==> src/rtl/riscv_pkg.sv <==
// Shared RISC-V pipeline types: result-source encoding, load funct3 codes
// and the MEM/WB pipeline register layout.
package riscv_pkg;

  localparam int unsigned XLEN   = 32;
  localparam int unsigned REG_AW = 5;

  typedef enum logic [1:0] {
    RES_ALU  = 2'b00,
    RES_MEM  = 2'b01,
    RES_PC4  = 2'b10,
    RES_RSVD = 2'b11
  } resultsrc_t;

  localparam logic [2:0] F3_LB  = 3'b000;
  localparam logic [2:0] F3_LH  = 3'b001;
  localparam logic [2:0] F3_LW  = 3'b010;
  localparam logic [2:0] F3_LBU = 3'b100;
  localparam logic [2:0] F3_LHU = 3'b101;

  typedef struct packed {
    logic              valid;
    logic              regwrite;
    resultsrc_t        resultsrc;
    logic [2:0]        funct3;
    logic [REG_AW-1:0] rd;
    logic [XLEN-1:0]   alu_result;
    logic [XLEN-1:0]   read_data;
    logic [XLEN-1:0]   pc4;
  } memwb_t;

endpackage

==> src/rtl/load_extend.sv <==
// Selects the addressed byte/half of a loaded word and sign/zero-extends it.
module load_extend
  import riscv_pkg::*;
(
  input  logic [XLEN-1:0] raw,
  input  logic [1:0]      off,
  input  logic [2:0]      funct3,
  output logic [XLEN-1:0] load_data_c
);

  logic [7:0]  byte_sel;
  logic [15:0] half_sel;

  always_comb begin
    byte_sel = raw[7:0];
    case (off)
      2'd0:    byte_sel = raw[7:0];
      2'd1:    byte_sel = raw[15:8];
      2'd2:    byte_sel = raw[23:16];
      default: byte_sel = raw[31:24];
    endcase

    // Halfword alignment ignores off[0]; misaligned halves are not trapped here.
    half_sel = off[1] ? raw[31:16] : raw[15:0];

    load_data_c = raw;
    case (funct3)
      F3_LB:   load_data_c = {{(XLEN-8){byte_sel[7]}}, byte_sel};
      F3_LBU:  load_data_c = {{(XLEN-8){1'b0}}, byte_sel};
      F3_LH:   load_data_c = {{(XLEN-16){half_sel[15]}}, half_sel};
      F3_LHU:  load_data_c = {{(XLEN-16){1'b0}}, half_sel};
      default: load_data_c = raw;
    endcase
  end

endmodule

==> src/rtl/writeback_stage.sv <==
// Writeback stage: MEM/WB register, result select, register-file write gating
// and retired-instruction counter.
module writeback_stage
  import riscv_pkg::*;
#(
  parameter int unsigned DATA_WIDTH = 32,
  parameter int unsigned ADDR_WIDTH = 5,
  parameter int unsigned CNT_WIDTH  = 64
) (
  input  logic                  i_clk,
  input  logic                  i_rst,
  input  logic                  i_stall_w,
  input  logic                  i_flush_w,
  input  logic                  i_valid_m,
  input  logic                  i_regwrite_m,
  input  logic [1:0]            i_resultsrc_m,
  input  logic [2:0]            i_funct3_m,
  input  logic [ADDR_WIDTH-1:0] i_rd_addr_m,
  input  logic [DATA_WIDTH-1:0] i_alu_result_m,
  input  logic [DATA_WIDTH-1:0] i_read_data_m,
  input  logic [DATA_WIDTH-1:0] i_pc4_m,
  output logic                  o_reg_write_w,
  output logic [ADDR_WIDTH-1:0] o_rd_addr_w,
  output logic [DATA_WIDTH-1:0] o_result_w,
  output logic                  o_retire_w,
  output logic                  o_illegal_w,
  output logic [CNT_WIDTH-1:0]  o_instret
);

  memwb_t                wb_q;
  logic [CNT_WIDTH-1:0]  instret_q;
  logic [DATA_WIDTH-1:0] load_data_c;
  logic [DATA_WIDTH-1:0] result_c;
  logic                  rsvd_c;
  logic                  retire_c;

  // MEM/WB register; a flush drops the whole payload to a clean bubble.
  always_ff @(posedge i_clk) begin
    if (i_rst) begin
      wb_q <= '0;
    end else if (i_flush_w) begin
      wb_q <= '0;
    end else if (!i_stall_w) begin
      wb_q.valid      <= i_valid_m;
      wb_q.regwrite   <= i_regwrite_m;
      wb_q.resultsrc  <= resultsrc_t'(i_resultsrc_m);
      wb_q.funct3     <= i_funct3_m;
      wb_q.rd         <= i_rd_addr_m;
      wb_q.alu_result <= i_alu_result_m;
      wb_q.read_data  <= i_read_data_m;
      wb_q.pc4        <= i_pc4_m;
    end
  end

  load_extend u_load_extend (
    .raw         (wb_q.read_data),
    .off         (wb_q.alu_result[1:0]),
    .funct3      (wb_q.funct3),
    .load_data_c (load_data_c)
  );

  always_comb begin
    result_c = '0;
    case (wb_q.resultsrc)
      RES_ALU: result_c = wb_q.alu_result;
      RES_MEM: result_c = load_data_c;
      RES_PC4: result_c = wb_q.pc4;
      default: result_c = '0;
    endcase
  end

  assign rsvd_c   = (wb_q.resultsrc == RES_RSVD);
  // Retire on the cycle the instruction leaves W; reset discards it uncounted.
  assign retire_c = wb_q.valid & ~i_stall_w & ~i_rst;

  always_ff @(posedge i_clk) begin
    if (i_rst) begin
      instret_q <= '0;
    end else if (retire_c) begin
      instret_q <= instret_q + CNT_WIDTH'(1);
    end
  end

  assign o_reg_write_w = wb_q.valid & wb_q.regwrite & (wb_q.rd != '0) & ~rsvd_c & ~i_rst;
  assign o_rd_addr_w   = wb_q.rd;
  assign o_result_w    = result_c;
  assign o_retire_w    = retire_c;
  assign o_illegal_w   = wb_q.valid & rsvd_c;
  assign o_instret     = instret_q;

endmodule

==> config.mk <==
export PLATFORM = sky130hd
export DESIGN_NAME = writeback_stage
export DESIGN_NICKNAME = d
export VERILOG_FILES = /design/src/rtl/riscv_pkg.sv /design/src/rtl/load_extend.sv /design/src/rtl/writeback_stage.sv
export SDC_FILE = /design/constraint.sdc
export NUM_CORES = 1
export LEC_CHECK = 0
export ABC_AREA = 1
export CAP_MARGIN = 25
export CORE_MARGIN = 4
export CORE_UTILIZATION = 32
export CTS_CLUSTER_SIZE = 24
export DETAILED_ROUTE_END_ITERATION = 10
export PLACE_DENSITY = 0.66
export SLEW_MARGIN = 20
export SYNTH_ARGS = -nofsm -noshare
export SYNTH_HDL_FRONTEND = slang
export SYNTH_HIERARCHICAL = 1
export SYNTH_SLANG_ARGS = --single-unit
export TNS_END_PERCENT = 50
==> constraint.sdc <==
create_clock -name i_clk -period 4.7 [get_ports i_clk]
set_clock_uncertainty 0.1 [all_clocks]
set_input_delay 0.94 -clock i_clk [delete_from_list [all_inputs] [get_ports i_clk]]
set_output_delay 0.94 -clock i_clk [all_outputs]
set_load 0.02 [all_outputs]
### Yosys cells after proc, flatten, opt, wreduce, memory -nomap -nowiden

Cells that the tools add are included.
Widths: inputs -> output; s select.

* register bits after elaboration: 172
* bits of input ports: 112
* output and inout bits: 104
* logic and storage cells: 37

* add/sub/neg operators: 1
* eq/ne operators: 8
* muxes and demuxes: 4
* bitwise operators: 10
* reduce and logical (&&, ||, !) cells: 5

Operator list (number)
* $pmux 32 s4: 1
* $pmux 32 s3: 1
* $add 64x1->64 const B: 1
* $pmux 8 s3: 1
* $mux 16: 1
* $and 1x1->1: 7
* $eq 2x2->1 const B: 3
* $eq 3x3->1 const B: 2
* $reduce_bool 5->1: 1
* $eq 2x1->1 const B: 2
* $logic_not 2->1: 2
* $eq 3x1->1 const B: 1
* $logic_not 3->1: 1
* $not 1->1: 3
* $reduce_or 2->1: 1

### Depth between registers and ports, before layout

Gate-level depths: netlist of the first run.

* depth after elaboration: 4
* mapped depth: 12
* mapped depth without buffers: 11

### Cells and area by module

The synthesis of the first run kept the hierarchy.

Modules (own cells, without submodules)
* writeback_stage: instances 1, cells an instance 1215, area an instance 8308.0 sq um, seq. area each 3443.3 sq um
* load_extend: instances 1, cells an instance 192, area an instance 895.9 sq um, seq. area each 0.0 sq um

### Worst setup path before layout of the first run

No wires, ideal clock.

* path kind: reg-to-output
* start point: register wb_q[64] (netlist bit)
* end point: output port o_result_w[8]
* arrival: 1.581 ns
* required time: 3.660 ns
* path slack: 2.079 ns
* cell stages (with the launch flop): 10
* path buffers: 2
* path through: dfxtp_1 buf_6 nor2_2 nand2_1 nand3_2 nand3_4 buf_6 nand3_1 nand3_1 a21oi_1

* longest elaborated chain between the ends: 4
* elaborated cells on any way between the ends: 6
* classes of those cells: eq/ne (2); mux (3); reduce/logical (1)

RTL lines
* start, declared: RTL line writeback_stage.sv:30 `memwb_t wb_q;`
* $eq 2x2->1, or another cell as far along: RTL line load_extend.sv:16 `case (off)`
* $pmux 8 s3 *: RTL line load_extend.sv:16
* $pmux 32 s4 *: RTL line load_extend.sv:27 `case (funct3)`
* net load_data_c[8]: RTL line writeback_stage.sv:32 `logic [DATA_WIDTH-1:0] load_data_c;`
* $pmux 32 s3 *: RTL line writeback_stage.sv:64 `case (wb_q.resultsrc)`
* end, declared: RTL line writeback_stage.sv:24 `output logic [DATA_WIDTH-1:0] o_result_w,`

Mark *: on every way through the listed nets, which the timed path passes. The rest lies on a longest branch.

### Final worst setup path of the first run

* start point: register, netlist name wb_q[102]
* end point: output port o_result_w[23]

* longest elaborated chain between the ends: 3
* elaborated cells on any way between the ends: 6
* classes of those cells: eq/ne (3); mux (2); reduce/logical (1)

RTL lines (RTL line)
* $eq 3x3->1, or another cell as far along: load_extend.sv:27
* $pmux 32 s4 *: load_extend.sv:27
* net load_data_c[23]: writeback_stage.sv:32
* $pmux 32 s3 *: writeback_stage.sv:64

Marked as above.

==> results of run 1 <==
[sequential cells by signal, summed over array words and instances, names as in the netlist]
| signal | cells |
|---|---|
| wb_q | 103 |
| o_instret | 64 |
| o_rd_addr_w | 5 |
[cells by family (layout without fill, tap and decap cells)]
family,Yosys count,after routing
xor+xnor,9,9
flops,172,172
buf+inv,193,376
simple gates,819,819
compound gates,213,213
fa+ha+maj,1,1
[cells in the mapped netlist (3+ instances only)]
library cell  instances
xor2_1                6
a211oi_1             31
nor3_1               13
nand3_2               7
buf_6                 7
nor2_1              186
nand4_1              22
nor2_4                8
xnor2_1               3
nand3_1             119
buf_4                 7
o211ai_1             31
o21ai_0              36
buf_2                13
inv_1               112
nand2_1             420
a31oi_1               3
nand2_2              10
a21oi_1             105
nor2_2               18
inv_2                 4
dfxtp_1             172
clkbuf_1             44
[path summary, 6_finish.rpt]
check	from	to	slack, ns
hold reg to reg	wb_q[78]	wb_q[78]	0.36
hold / removal	wb_q[78]	wb_q[78]	0.36
setup reg to reg	o_instret[1]	o_instret[62]	2.64
setup / recovery	wb_q[102]	o_result_w[23]	0.65
[layout make-up]
class                           instances  area, um^2  area share [%]
Clock buffer                           17         425            3.51
Clock inverter                         15         171            1.41
Inverter                              119         453            3.74
Multi-Input combinational cell       1042        4920            40.6
Sequential cell                       172        3440            28.4
Tap cell                              378         473            3.90
Timing Repair Buffer                  225        2240            18.4
[metal layers]
layer | vias to the layer above | global-route usage [%] | wire length, um
li1 | 4900 | - | -
met1 | 4475 | 26.6 | 14100
met2 | 377 | 32.5 | 14600
met3 | 72 | 4.37 | 2380
met4 | 0 | 7.19 | 1110
met5 | - | 0 | 0
[worst max-delay path, cell delays in order, from the launching register on]
cell	delay, ns
dfxtp_1	0.55
inv_1	0.15
nand2_2	0.15
nor2_1	0.20
nand3_2	0.33
nand3_1	0.20
nand3_1	0.09
o211ai_1	0.21
clkdlybuf4s50_1	0.69
[stage by stage]
stage	hold slack, ns	util, %	worst slack (ns)
finish	0.361	43.2	0.649
detailed placement	0.349	41.1	0.873
floorplan	0.336	-	2.08
CTS	0.360	43.2	0.680
global route	0.388	43.2	0.446
global placement	0.346	41.1	0.847
[where the power goes]
group / internal (mW) / switching, mW / leakage [nW]
combinational: 0.156 / 0.179 / 2.75
clock: 0.718 / 0.725 / 0.285
sequential: 1.49 / 0.0307 / 1.40
==> flow_summary.toml, run 1 <==
[outcome]
status = "finished, final reports clean"

[clock_tree]
clockBufferDepth = 2
post-cts-setup-buffers = 0
clk_latency_ns = 0.44
cts_tree = "done"
clk_pin_slew_worst_paths_ns = 0.08
cts_root_buffer = "clkbuf_16"
cts_sinks = 172
ctsHoldBuffers = 0
post_cts_resized = 0
htreeDepth = 4
numCtsBuffers = 17

[global_route]
grt.overflow.total = 0
grt_pass1_wl_um = 50400
grt_max_degree = 77
grt_pass1_vias = 9395
antenna_found_initial = 0
grt_usage_pct = 20.1

[yosys]
synth_top_family_by_area = "simple AND/OR/NAND/NOR gates"
syn-cell-area_mm2 = 0.00920
syn_avg_cell_area_um2 = 6.54
synthTopCellsByArea = "dfxtp_1 (37%), nand2_1 (17%), nor2_1 (7.6%), nand3_1 (6.5%), a21oi_1 (5.7%)"
synthXorXnorAreaFrac_pct = 0.856
ys_ff_latch = 172
synth-compound-area-share_pct = 13.4
synthMuxAreaShare_pct = 0
async_flop_share_pct = 0
synth_top_cell_by_area = "dfxtp_1"
synth_top_cell_area_share_pct = 37.4
synth_edf_count = 0
seq_area_frac_synth_pct = 37.4
yosys_warnings = 6
yosys.area_share.adder_pct = 0.136
netlist_instances = 1407
synth_simple_gate_area_share_pct = 39.0
synth_fp_nets = 1520
synth_cell_type_count = 44
synth-main-ff-cell = "dfxtp_1"

[detailed_routing]
first_pass_iters = 6
drcViolationCount = 0
vias_per_cell = 4.99
antenna_left = 0
num_vias = 9824
detail_route.wl_per_cell_um = 16.3
drt_iter0_markers = 849
routed_wirelength_um = 32200

[finish]
fill_cells = 2938
n_antenna_cell = 0
fin_nets = 1690
final_area_mm2 = 0.0121
instances_no_fill = 1968
drive_above_1_share_pct = 6.48
final_cell_mix = "nand2_1 (420), clkdlybuf4s50_1 (214), nor2_1 (185), dfxtp_1 (172), nand3_1 (119)"
syn2layout_area_growth_pct = 31.8
final_common_cell = "nand2_1"

[sta]
grt_setup_unrepaired = "false"
final_hold_viol_count = 0
slew_headroom_pct = 49.4
post-route-period-util_pct = 86.2
fmax_mhz = 247
worst_pin_slew_ns = 0.759
drv_slew = 0
fin_crit_ns = 4.05
setup_viol = 0
finalSetupTns_ns = 0

[placement]
place_area_mm2 = 0.0115
place_hpwl_um = 23900
place_congestion = 0.935
dp_cells = 1936
portBuffers = 215

[power_and_ir_drop]
leakage_nw = 4.43
powerDensity_mw_per_mm2 = 272
finalPower_mw = 3.30
ir_drop_v = 0.000200

[floorplan]
dieHeight_um = 178
core_area_mm2 = 0.0281
start_util_pct = 32.8
fp.dieW_um = 178
die_area_mm2 = 0.0315
placement_rows = 61
pin_count = 216

[setup_path]
crit_arrival_ns = 3.01
worstSetupEndpointType = "output port"
crit_fanout = 22
r2r_cells = 8
critPathKind = "reg -> out"
crit_required_ns = 3.66
worstSetupStartpointType = "flop"

[hold_path]
worstHoldPathCells = 2
worst_hold_path_type = "reg -> reg"

[run]
cap_viol_max_count = 0
Power figures use the tool's default switching activity.
==> run 2, diff against run 1 <==
Settings changed: DONT_BUFFER_PORTS set to 1, PLACE_DENSITY 0.66 to 0.57.
==> flow_summary.toml, run 2 (synthesized netlist as in run 1, its figures left out) <==
[floorplan]
pin_count = 216
dieHeight_um = 178
die_area_mm2 = 0.0315
core_area_mm2 = 0.0281
placement_rows = 61
fp.dieW_um = 178
start_util_pct = 32.8

[sta]
post-route-period-util_pct = 86.2
fin_crit_ns = 4.05
setup_viol = 0
worst_pin_slew_ns = 0.984
fmax_mhz = 247
finalSetupTns_ns = 0
slew_headroom_pct = 34.4
final_hold_viol_count = 0
grt_setup_unrepaired = "false"
drv_slew = 0

[finish]
fin_nets = 1471
fill_cells = 3091
largest_register_ffs = 103
drive_above_1_share_pct = 7.15
final_common_cell = "nand2_1"
final_area_mm2 = 0.00993
n_antenna_cell = 0
final_cell_mix = "nand2_1 (420), nor2_1 (185), dfxtp_1 (172), nand3_1 (119), inv_1 (112)"
top_register = "wb_q"
syn2layout_area_growth_pct = 7.94

[run]
cap_viol_max_count = 0

[clock_tree]
clockBufferDepth = 2
ctsHoldBuffers = 0
post-cts-setup-buffers = 0
cts_sinks = 172
cts_root_buffer = "clkbuf_16"
clk_pin_slew_worst_paths_ns = 0.08
clk_latency_ns = 0.44
numCtsBuffers = 17
post_cts_resized = 0
cts_tree = "done"
htreeDepth = 4

[detailed_routing]
detail_route.wl_per_cell_um = 17.8
antenna_left = 0
num_vias = 8909
drt_iter0_markers = 766
drcViolationCount = 0
routed_wirelength_um = 31200
vias_per_cell = 5.09
first_pass_iters = 5

[power_and_ir_drop]
power_frac_seq_pct = 47.9
p_sw_mw = 0.876
ir_drop_v = 0.000198
p_int_mw = 2.31
powerDensity_mw_per_mm2 = 320
switching_share_pct = 27.5
p_comb_share_pct = 5.7
pwr-share-clk_pct = 46.4
leakage_nw = 3.63

[setup_path]
critPathKind = "reg -> out"
r2r_cells = 8
crit_chain = "inv_2 -> nand2_1 -> nand2_1 -> nand3_2 -> nand3_4 -> nand3_1 -> nand3_1 -> a21oi_1"
cp_slowest_cell = "dfxtp_1"
critical-path-max-stage-delay_ns = 0.84
crit_fanout = 24
crit_required_ns = 3.66
crit_arrival_ns = 3.01
worstSetupStartpointType = "flop"
worstSetupEndpointType = "output port"

[placement]
place_area_mm2 = 0.00934
place_hpwl_um = 23100
portBuffers = 0
place_congestion = 0.916

[hold_path]
worstHoldPathCells = 2
worst_hold_path_type = "reg -> reg"

[global_route]
grt_pass1_vias = 8444
grt_usage_pct = 19.5
grt.overflow.total = 0
antenna_found_initial = 1
grt_max_degree = 141
grt_pass1_wl_um = 48100

[outcome]
status = "finished, final reports clean"
-- run 2: cell count changes in the layout (fill, tap and decap cells not counted), sizes merged --
cell / change
inv: +3
clkinv: -2
clkdlybuf4s50: -214
buf: -5
clkinvlp: -2
bufinv: +1
-- run 2: area by class of cell --
cell class / count / area [um^2] / area share, %
Sequential cell: 172 / 3440 / 34.7
Clock buffer: 17 / 425 / 4.28
Timing Repair Buffer: 6 / 45.0 / 0.453
Multi-Input combinational cell: 1042 / 4920 / 49.6
Inverter: 119 / 453 / 4.56
Clock inverter: 15 / 171 / 1.73
Tap cell: 378 / 473 / 4.76
-- run 2: final timing paths --
check,from,endpoint,slack (ns)
max,wb_q[65],o_result_w[31],0.65
min,wb_q[78],wb_q[78],0.36
max reg2reg,o_instret[0],o_instret[62],2.49
min reg2reg,wb_q[78],wb_q[78],0.36
-- run 2: worst max-delay path: cells and delay by family, from the launching register on --
family                 cells  cell delay (ns)
AND/OR/NAND/NOR            6             0.92
flip-flops                 1             0.84
AO/OA/AOI/OAI              1             0.49
buffers and inverters      1             0.33
-- run 2: power by group through the flow --
| stage | sequential [mW] | combinational (mW) | clock (mW) |
|---|---|---|---|
| after global placement | 1.56 | 0.182 | 0 |
| after global routing | 1.53 | 0.207 | 1.58 |
| final | 1.52 | 0.182 | 1.48 |
| after floorplan | 1.54 | 0.176 | 0 |
| after CTS | 1.52 | 0.184 | 1.52 |
| after detailed placement | 1.56 | 0.183 | 0 |
-- run 2: metrics by stage --
step	instances	util (%)	hold slack (ns)	setup slack, ns	total power, mW
after floorplan	1407	-	0.336	2.08	1.71
after global placement	1717	33.2	0.346	1.24	1.74
after detailed placement	1717	33.2	0.354	1.17	1.74
after CTS	1749	35.4	0.367	0.690	3.23
after global routing	1749	35.4	0.388	0.463	3.31
final	1749	35.4	0.365	0.647	3.18
-- run 2: per-layer routing --
metal  routed length, um  share of wire (%)  global-route usage (%)
met1               12900                 41                    23.5
met2               15200                 49                    33.7
met3                2430                7.8                    5.73
met4                 682                2.2                    5.45
met5                   7              0.022                       0
